## src/rtl/store_merge_unit.sv

```systemverilog
// Store merge unit: performs byte/halfword stores as a read-merge-write
// on a word-wide memory port; word stores go straight to the write.
// Ports: clk, reset (sync, active-high); req_valid/req_ready with
// req_addr, req_data, req_size (0=B, 1=H, 2=W, 3=rsvd); mem_addr,
// mem_rd, mem_wr, mem_wdata, mem_rdata, mem_ack; done pulse.
// Optional STORE_ALIGN_CHECK_EN adds the fault output: misaligned
// halfword/word or size 3 completes at once with done and fault.
module store_merge_unit (
  input  logic        clk,
  input  logic        reset,
  input  logic        req_valid,
  output logic        req_ready,
  input  logic [31:0] req_addr,
  input  logic [31:0] req_data,
  input  logic [1:0]  req_size,
  output logic [31:0] mem_addr,
  output logic        mem_rd,
  output logic        mem_wr,
  output logic [31:0] mem_wdata,
  input  logic [31:0] mem_rdata,
  input  logic        mem_ack,
  output logic        done
`ifdef STORE_ALIGN_CHECK_EN
  ,
  output logic        fault
`endif
);

  typedef enum logic [1:0] {
    IDLE,
    RD,
    WR,
    DONE
  } state_t;

  state_t      state;
  state_t      state_nxt;
  logic        accept;
  logic        is_word;
  logic        bad;
  logic [1:0]  lane_q;
  logic        byte_q;
  logic [15:0] data_q;
  logic [31:0] merged;

  assign accept    = req_valid && req_ready;
  assign req_ready = (state == IDLE);
  assign mem_rd    = (state == RD);
  assign mem_wr    = (state == WR);
  assign done      = (state == DONE);

`ifdef STORE_ALIGN_CHECK_EN
  logic fault_q;

  assign is_word = (req_size == 2'd2);
  assign bad     = (req_size == 2'd3)
                || (req_size == 2'd1 && req_addr[0])
                || (req_size == 2'd2 && req_addr[1:0] != 2'b00);
  assign fault   = done && fault_q;
`else
  // Size 3 falls into the word path; alignment bits are ignored.
  assign is_word = req_size[1];
  assign bad     = 1'b0;
`endif

  // Little-endian lane replacement over the word just read.
  always_comb begin
    merged = mem_rdata;
    if (byte_q)
      merged[{lane_q, 3'b000} +: 8] = data_q[7:0];
    else
      merged[{lane_q[1], 4'b0000} +: 16] = data_q;
  end

  always_ff @(posedge clk) begin
    if (reset)
      state <= IDLE;
    else
      state <= state_nxt;
  end

  always_comb begin
    state_nxt = state;
    unique case (state)
      IDLE: begin
        if (accept) begin
          if (bad)
            state_nxt = DONE;
          else if (is_word)
            state_nxt = WR;
          else
            state_nxt = RD;
        end
      end
      RD:   if (mem_ack) state_nxt = WR;
      WR:   if (mem_ack) state_nxt = DONE;
      DONE: state_nxt = IDLE;
      default: state_nxt = IDLE;
    endcase
  end

  always_ff @(posedge clk) begin
    if (reset) begin
      mem_addr  <= 32'h0;
      mem_wdata <= 32'h0;
      data_q    <= 16'h0;
      lane_q    <= 2'b00;
      byte_q    <= 1'b0;
`ifdef STORE_ALIGN_CHECK_EN
      fault_q   <= 1'b0;
`endif
    end else begin
      if (accept) begin
        mem_addr  <= {req_addr[31:2], 2'b00};
        // Word stores write the register value as-is; sub-word
        // stores overwrite this with the merged word in RD.
        mem_wdata <= req_data;
        data_q    <= req_data[15:0];
        lane_q    <= req_addr[1:0];
        byte_q    <= (req_size == 2'd0);
`ifdef STORE_ALIGN_CHECK_EN
        fault_q   <= bad;
`endif
      end
      if (state == RD && mem_ack)
        mem_wdata <= merged;
    end
  end

endmodule
```

## config.mk

```make
export PLATFORM = sky130hd
export DESIGN_NAME = store_merge_unit
export DESIGN_NICKNAME = d
export VERILOG_FILES = /design/src/rtl/store_merge_unit.sv
export SDC_FILE = /design/constraint.sdc
export NUM_CORES = 1
export LEC_CHECK = 0
export ABC_AREA = 0
export BUFFER_PORTS_ARGS = -buffer_cell sky130_fd_sc_hd__buf_2
export CORE_ASPECT_RATIO = 0.9
export CORE_MARGIN = 1
export CORE_UTILIZATION = 53
export DETAILED_ROUTE_END_ITERATION = 10
export PLACE_DENSITY = 0.89
export SYNTH_ARGS = -nofsm -noshare
export SYNTH_HDL_FRONTEND = slang
export SYNTH_SLANG_ARGS = --single-unit
```

## constraint.sdc

```tcl
create_clock -name clk -period 3.95 [get_ports clk]
set_clock_uncertainty 0.2 [all_clocks]
set_input_delay 0.5925 -clock clk [delete_from_list [all_inputs] [get_ports clk]]
set_output_delay 0.5925 -clock clk [all_outputs]
set_load 0.01 [all_outputs]
```

**Word-level counts from Yosys, hierarchy flattened**

Index checks and enable logic that the tools add are counted.

- Bits in registers: 83
- Output and inout port bits: 68
- Logic and storage cells: 34

- Add/subtract/negate cells: 2
- Equality and inequality tests: 6
- Shift-type cells: 4
- Mux-type cells: 10
- Reduce and logical (&&, ||, !) cells: 6

Operators by type and width:

| kind | count |
|---|---|
| $mux W32 | 3 |
| $bwmux W32 | 2 |
| $shift A16 B7 Y32 const A | 1 |
| $shift A8 B7 Y32 const A | 1 |
| $shiftx A16 B7 Y32 | 1 |
| $shiftx A8 B7 Y32 | 1 |
| $neg A5 Y7 | 2 |
| $mux W2 | 4 |
| $pmux W2 S4 | 1 |
| $ne A2 B1 Y1 const B | 3 |
| $eq A2 B2 Y1 const B | 2 |
| $logic_not A2 Y1 | 2 |
| $reduce_and A3 Y1 | 1 |
| $eq A2 B1 Y1 const B | 1 |
| $logic_and A1 B1 Y1 | 2 |
| $reduce_bool A2 Y1 | 1 |

**Longest topological paths before layout**

Gate-level depths: netlist of run 1.

- Depth in word-level cells: 5
- Gate-level depth with buffers: 8

**Worst setup path after synthesis of run 1**

No wires, ideal clock.

- Kind: reg-to-reg
- Start: register lane_q[0]
- End: register mem_wdata[22]
- Setup time: 103 ps
- Data arrival time: 2067 ps
- Setup slack: 1579 ps
- Cell stages (with the launch flop): 9
- Buffers on the path: 3
- Clock period less this slack: 2371 ps
- Cells stage by stage: dfxtp_1 -> clkbuf_1 -> buf_2 -> inv_1 -> ha_1 -> nor3b_2 -> buf_6 -> nand3_1 -> a2111oi_2

- Word-level cells in the longest chain between the ends: 5
- Elaborated cells between the ends (all ways): 6
- Those cells by class: add/sub (1); shift (2); mux (3)

Ends and longest elaborated chain:

| what | line | RTL |
|---|---|---|
| start: declaration | 41 | `logic [1:0] lane_q;` |
| start signal: assignment | 119 | `lane_q <= req_addr[1:0];` |
| $neg A5 Y7 (*) | 70 | `merged[{lane_q, 3'b000} +: 8] = data_q[7:0];` |
| $shiftx A8 B7 Y32 or $shift A8 B7 Y32 (tied branches) | 70 |  |
| $bwmux W32 (*) | 70 |  |
| $mux W32 (*) | 69 | `if (byte_q)` |
| $mux W32 (*) | 125 | `if (state == RD && mem_ack)` |
| end signal: assignment | 117 | `mem_wdata <= req_data;` |
| end signal: assignment | 126 | `mem_wdata <= merged;` |
| end: declaration | 19 | `output logic [31:0] mem_wdata,` |

Every way passes the cells marked *; elsewhere a longest branch is shown, timed or not.
A chain may end at the register's enable or synchronous reset.

**Worst setup path in the final report of run 1**

- Start: register lane_q[0]
- End: register mem_wdata[29]

Same word-level chain as after synthesis.

==> summary.md, run 1 <==
| Metric | Value |
|---|---|
| Hold Path Sink | `mem_addr[18]` |
| Commonest non-fill, non-tap cell in the layout | `buf_2` |
| Starting Density | `55.60%` |
| Fin util | `between 60% and 70%` |
| YS warnings | `0` |
| Core Rows | `30` |
| Synthesized area | `between 4000 and 5000 um^2` |
| Power share of the clock group | `about 23%` |
| Final-report hold violation count | `0` |
| CP startpoint | `lane_q[0]` |
| Mean routed wirelength per cell | `17.34 um` |
| Post-layout min period | `approximately 2.7 ns` |
| Crit path launch type | `flip-flop` |
| CP required | `between 3 and 4 ns` |
| Post-synthesis register bit count | `83` |
| Reg2reg path depth | `5` |
| Final setup violation count | `0` |
| Clk pin slew, worst setup/hold paths | `0.09 ns` |
| Switching Share | `between 30% and 40%` |
| Clk buf depth | `2` |
| Logic pwr share | `39.6%` |
| GRT Resource Usage Total | `between 20 and 30%` |
| Vias in the first global route | `just over 4k` |
| Post-Synthesis Cells | `approximately 500` |
| Initial antenna violation count | `0` |
| Initial DRC Count | `260` |
| Commonest cells after routing, fill and taps aside | `buf_2, nand2_1, dfxtp_1` |
| Setup CP Type | `reg2reg` |
| Htree depth | `3` |
| R2r setup slk | `1.22 ns` |
| Int Power | `1.999 mW` |
| Postcts setup bufs | `0` |
| Cts hold-fix bufs | `0` |
| Maximum vdd drop | `0.0003182 V` |
| Final Max Slew Viols | `0` |
| Number of library cell types mapped by synthesis | `38` |
| Drt pass-1 iters | `5` |
| Clock buffer count from CTS | `9` |
| Layout cells sized above 1 | `a little over a third` |
| Via count | `about 4.4k` |
| Register area share after synthesis | `around two fifths` |
| Post-DP HPWL | `about 9000 um` |
| Ant diodes | `0` |
| Fmax | `365.7 MHz` |
| Syn_area_per_cell | `roughly 8.6 um^2` |
| Largest net degree at the start of global routing | `39` |
| Syn-to-layout area delta | `24.60%` |
| CTS tree | `yes` |
| Worst-skew pair later-pin latency | `roughly 0.35 ns` |
| Port buffer count | `167` |
| Flop pwr share | `around 37%` |
| CP arrival | `around 2.8 ns` |
| GP Congestion | `0.8835` |
| CP Max Fanout | `22` |
| DRC | `0` |
| Worst relative slew slack | `between 40% and 50%` |
| Clk root buf | `clkbuf_8` |
| Post-cts resize count | `0` |
| Hold Path Class | `reg2reg` |
| Critical R2R Launch | `lane_q[0]` |
| CP endpoint kind | `flip-flop` |
| Leakage | `around 2.3 nW` |
| Nets | `around 750` |
| Cells on Worst Hold Path | `2` |
| RR Endpoint | `mem_wdata[29]` |
| Total congestion overflow | `0` |
| Routed Antenna Nets | `0` |
| I/O pin count | `170` |
| Max-cap violation count | `0` |
| RSZ-0062 raised after global routing | `false` |
| Run status | `complete, no violations` |
| Clk sink count | `83` |
| PwrDens | `roughly 610 nW/um^2` |
| Die width | `96.48 um` |
| Worst Tran Pin Value | `0.8899 ns` |
| Switching power | `between 1 and 1.5 mW` |
| Die Y | `roughly 87 um` |
| Core area | `approximately 7700 um^2` |
| Final worst-path cycle share | `between 60% and 70%` |
| Hold wc startpoint | `mem_addr[18]` |
| Vias/cell | `around 6.0` |
| Setup TNS Final | `0 ns` |
| Final WL | `~13000 um` |
| Global-route wire length before repair | `between 15000 and 20000 um` |
| Die ar. | `around 8400 um^2` |
-- worst max-delay path, stage by stage, from the launching register on --
cell and delay [ns]:
dfxtp_1 0.76, inv_1 0.19, ha_1 0.39, nor4b_4 0.50, a311oi_1 0.18, a2111oi_1 0.40
-- worst max-delay path by stage --
stage | end | slack [ns]
global placement | mem_wdata[28] | 1.45
CTS | mem_wdata[29] | 1.28
floorplan | mem_wdata[22] | 1.58
finish | mem_wdata[29] | 1.22
global route | mem_wdata[28] | 1.11
detailed placement | mem_wdata[29] | 1.30
-- cell type report --
| class | count | area (um^2) |
|---|---|---|
| Multi-Input combinational cell | 363 | 2360 |
| Fill cell | 646 | 2352 |
| Sequential cell | 83 | 1662 |
| Timing Repair Buffer | 174 | 888.4 |
| Clock buffer | 10 | 127.6 |
| Tap cell | 96 | 120.1 |
| Clock inverter | 6 | 113.9 |
| Inverter | 9 | 33.78 |
-- stage by stage --
stage | power (mW) | setup WS [ns] | hold slack, ns | cells | area [um^2]
final | 3.236 | 1.216 | 0.2523 | 741 | 5305
after global routing | 3.408 | 1.114 | 0.2480 | 741 | 5305
after CTS | 3.224 | 1.279 | 0.2534 | 741 | 5305
after detailed placement | 2.485 | 1.303 | 0.2444 | 725 | 5064
after global placement | 2.429 | 1.448 | 0.2381 | 725 | 5064
after floorplan | 2.071 | 1.579 | 0.2422 | 498 | 4262
-- sequential cells by signal, summed over array words and instances (netlist names) --
| name | cells |
|---|---|
| mem_wdata | 32 |
| lane_q | 2 |
| state | 2 |
| mem_addr | 30 |
| byte_q | 1 |
| data_q | 16 |
-- routing by layer --
metal	global-route usage, %	up-vias	share of wire, %
li1	-	2094	-
met1	38.02	2063	41
met2	46.86	242	47
met3	8.115	35	9.3
met4	12.30	0	3.0
met5	0	-	0
-- cells by family after synthesis --
kind of cell | after synthesis | share of synthesized area (%)
DFF | 83 | 39.02
other | 1 | 0.08807
and+or+nand+nor | 156 | 17.84
buffers and inverters | 52 | 5.730
AOI/OAI and AO/OA | 146 | 22.07
muxes | 50 | 12.61
adders and majority gates | 9 | 2.645
-- cells in the mapped netlist, drive strengths merged --
cell	instances	share of area [%]
inv	9	0.79
o21ai	16	1.9
and3	8	1.2
nand3b	1	0.18
buf	26	3.4
a22o	1	0.21
ha	9	2.6
and4bb	1	0.29
or3	1	0.15
nand2	99	8.7
and2	5	0.73
dfxtp	83	39
nor3	13	1.5
mux2i	21	4.9
nor3b	1	0.29
nand3	9	1.2
and3b	1	0.21
o21bai	1	0.18
conb	1	0.088
a211oi	3	0.53
a221oi	16	3.3
nor4	5	0.73
nor2b	1	0.15
a21oi	59	6.9
mux2	29	7.7
nor4b	1	0.56
a311oi	10	2.1
clkbuf	17	1.5
o22ai	29	4.3
and2b	8	1.6
nand2b	2	0.29
a2111oi	11	2.7
-- power groups by stage --
| stage | Combinational (mW) | Sequential [mW] | Clock, mW |
|---|---|---|---|
| 2_1_floorplan | 0.817 | 1.25 | 0 |
| 3_3_place_gp | 1.22 | 1.21 | 0 |
| 3_5_place_dp | 1.27 | 1.22 | 0 |
| 4_1_cts | 1.27 | 1.20 | 0.749 |
| 5_1_grt | 1.40 | 1.23 | 0.780 |
| 6_report | 1.28 | 1.21 | 0.745 |
(Power assumes the default switching activity.)
==> inputs of run 2 (changes only) <==
--- a/config.mk
+++ b/config.mk
@@ -9,9 +9,9 @@
 export BUFFER_PORTS_ARGS = -buffer_cell sky130_fd_sc_hd__buf_2
 export CORE_ASPECT_RATIO = 0.9
 export CORE_MARGIN = 1
-export CORE_UTILIZATION = 53
+export CORE_UTILIZATION = 44
 export DETAILED_ROUTE_END_ITERATION = 10
-export PLACE_DENSITY = 0.89
+export PLACE_DENSITY = 0.8
 export SYNTH_ARGS = -nofsm -noshare
 export SYNTH_HDL_FRONTEND = slang
 export SYNTH_SLANG_ARGS = --single-unit
==> constraint.sdc (replaced) <==
create_clock -name clk -period 2.3 [get_ports clk]
set_clock_uncertainty 0.2 [all_clocks]
set_input_delay 0.345 -clock clk [delete_from_list [all_inputs] [get_ports clk]]
set_output_delay 0.345 -clock clk [all_outputs]
set_load 0.01 [all_outputs]
==> summary.md, run 2 (synthesis results as in run 1) <==
| Metric | Value |
|---|---|
| Run status | `complete, no violations` |
| Largest net degree at the start of global routing | `44 (+13%)` |
| Worst-skew pair later-pin latency | `0.36 ns (about the same)` |
| Crit path largest cell delay | `0.38 ns (-0.38 ns)` |
| Switching Share | `40.26% (+2.0 points)` |
| Fill cell count | `877 (+36%)` |
| Core area | `9249 um^2 (+21%)` |
| Clk buf depth | `2 (unchanged)` |
| Die width | `105.7 um (+9.5%)` |
| Maximum vdd drop | `0.0004922 V (+55%)` |
| Logic pwr share | `43.6% (+4.0 points)` |
| Port buffer count | `167 (unchanged)` |
| Delay-heaviest family, CP | `compound AO/OA/AOI/OAI gates` |
| Clk root buf | `clkbuf_8` |
| Ant diodes | `0 (unchanged)` |
| I/O pin count | `170 (unchanged)` |
| GRT Resource Usage Total | `25.96% (-3.7 points)` |
| Syn-to-layout area delta | `25.80%` |
| Global-route wire length before repair | `20620 um (+6.8%)` |
| Die ar. | `10070 um^2 (+20%)` |
| Regs by FF count | `mem_wdata (32), mem_addr (30), data_q (16)` |
| Crit path launch type | `flip-flop` |
| Drt pass-1 iters | `5 (unchanged)` |
| CP Cell Sequence | `inv_1 > ha_1 > nor4b_4 > buf_4 > a311oi_1 > a2111oi_1` |
| Crit path buffers/inverters | `2 (+1)` |
| Non-filler cells in the finished layout | `777 (+4.9%)` |
| CTS tree | `yes` |
| Most flop-heavy register | `mem_wdata` |
| Worst relative slew slack | `54.53% (+14 points)` |
| Commonest cells after routing, fill and taps aside | `buf_2, nand2_1, dfxtp_1` |
| Flop pwr share | `39.0% (+1.6 points)` |
| DRC | `0 (unchanged)` |
| Fin util | `57.91% (-11 points)` |
| Layout cells sized above 1 | `37.10% (+0.82 points)` |
| Via count | `4396 (-0.86%)` |
| Vias in the first global route | `4194 (+2.5%)` |
| Core Rows | `33 (+10%)` |
| Power share of the clock group | `17.5% (-5.5 points)` |
| CP arrival | `2.22 ns (-0.55 ns)` |
| Initial DRC Count | `244 (-6.2%)` |
| Crit path max-delay cell type | `nor4b_4` |
| GP Congestion | `0.9204 (+4.2%)` |
| Initial antenna violation count | `0 (unchanged)` |
| CP required | `2.35 ns (-1.64 ns)` |
| Mean routed wirelength per cell | `16.97 um (-2.2%)` |
| Post-DP HPWL | `9629 um (+6.8%)` |
| Worst Tran Pin Value | `0.6820 ns (-0.2079 ns)` |
| Setup CP Type | `reg2reg` |
| Die Y | `95.33 um (+9.5%)` |
| Switching power | `2.123 mW (+72%)` |
| Htree depth | `3 (unchanged)` |
| Final-report hold violation count | `0 (unchanged)` |
| Fmax | `460.3 MHz (+26%)` |
| CP Max Fanout | `6 (-73%)` |
| Starting Density | `46.04% (-9.6 points)` |
| Vias/cell | `5.658 (-5.5%)` |
| Int Power | `3.150 mW (+58%)` |
| Final setup violation count | `0 (unchanged)` |
| Final worst-path cycle share | `94.46% (+25 points)` |
| Largest register FFs | `32 (unchanged)` |
| Clk pin slew, worst setup/hold paths | `0.09 ns (about the same)` |
| WHS | `0.01286 ns (-0.2394 ns)` |
| Final WL | `13180 um (+2.6%)` |
| PwrDens | `984.3 nW/um^2 (+61%)` |
| Placed Cells | `758 (+4.6%)` |
| Setup TNS Final | `0 ns (unchanged)` |
| Final Max Slew Viols | `0 (unchanged)` |
| Clk sink count | `83 (unchanged)` |
| RSZ-0062 raised after global routing | `false` |
| Nets | `761 (+1.3%)` |
| Commonest non-fill, non-tap cell in the layout | `buf_2` |
| Max-cap violation count | `0 (unchanged)` |
| Total congestion overflow | `0 (unchanged)` |
| Hold Path Class | `in2reg` |
| Leakage | `2.370 nW (+1.3%)` |
| Routed Antenna Nets | `0 (unchanged)` |
| CP endpoint kind | `flip-flop` |
| Post-layout min period | `2.173 ns (-0.5615 ns)` |
| Clock buffer count from CTS | `9 (unchanged)` |
==> run 2: cell types whose count changed in the layout (fill, tap and decap cells not counted), sizes merged <==
cell | before | now
buf | 174 | 183
bufinv | 3 | 0
clkbuf | 10 | 11
clkinv | 1 | 3
dlygate4sd3 | 0 | 1
==> run 2: power groups by stage <==
stage / clock [mW] / combinational (mW) / sequential [mW]
after CTS: 0.947 / 2.28 / 2.05
final: 0.920 / 2.30 / 2.05
after detailed placement: 0 / 2.28 / 2.08
after floorplan: 0 / 1.41 / 2.15
after global placement: 0 / 2.20 / 2.06
after global routing: 1.01 / 2.51 / 2.10
==> run 2: worst min-delay path: stages <==
cell,delay [ns]
buf_2,0.09
nand2_1,0.04
a21oi_1,0.05
==> run 2: metal layers <==
| metal | wire length (um) | track usage [%] | up-vias |
|---|---|---|---|
| met3 | 971 | 6.425 | 17 |
| met5 | 0 | 0 | - |
| li1 | - | - | 2116 |
| met4 | 141 | 6.481 | 0 |
| met1 | 5709 | 33.08 | 2083 |
| met2 | 6362 | 44.23 | 180 |
==> run 2: layout make-up <==
| cell class | count | area, um^2 | share of cell area, % |
|---|---|---|---|
| timing repair buffer | 184 | 978.4 | 18.27 |
| clock inverter | 5 | 30.03 | 0.5606 |
| multi-input combinational | 363 | 2369 | 44.22 |
| tap | 122 | 152.6 | 2.850 |
| clock buffer | 11 | 131.4 | 2.453 |
| sequential | 83 | 1662 | 31.02 |
| inverter | 9 | 33.78 | 0.6307 |
==> run 2: metrics by stage <==
| stage | power (mW) | setup slack, ns | cell area [um^2] |
|---|---|---|---|
| floorplan | 3.566 | 0.02753 | 4269 |
| global placement | 4.255 | 0.2686 | 5167 |
| detailed placement | 4.355 | 0.1496 | 5167 |
| CTS | 5.278 | 0.1282 | 5329 |
| global route | 5.617 | 0.01111 | 5356 |
| finish | 5.272 | 0.1274 | 5356 |
==> run 2: path summary, 6_finish.rpt <==
check,from,end,slack [ns],cells past startpoint
worst max-delay path,lane_q[1],mem_wdata[29],0.13,6
worst min-delay path,req_addr[18],mem_addr[18],0.01,3
worst max register to register,lane_q[1],mem_wdata[29],0.13,6
worst min register to register,mem_addr[20],mem_addr[20],0.26,2
==> run 2: what timing repair did <==
item                                    4_1_cts  5_1_grt
setup buffers                                 0        2
resized for setup                             0        1
endpoints found under the setup margin        0        4
hold buffers                                  0        1
hold endpoints to repair                      0        1
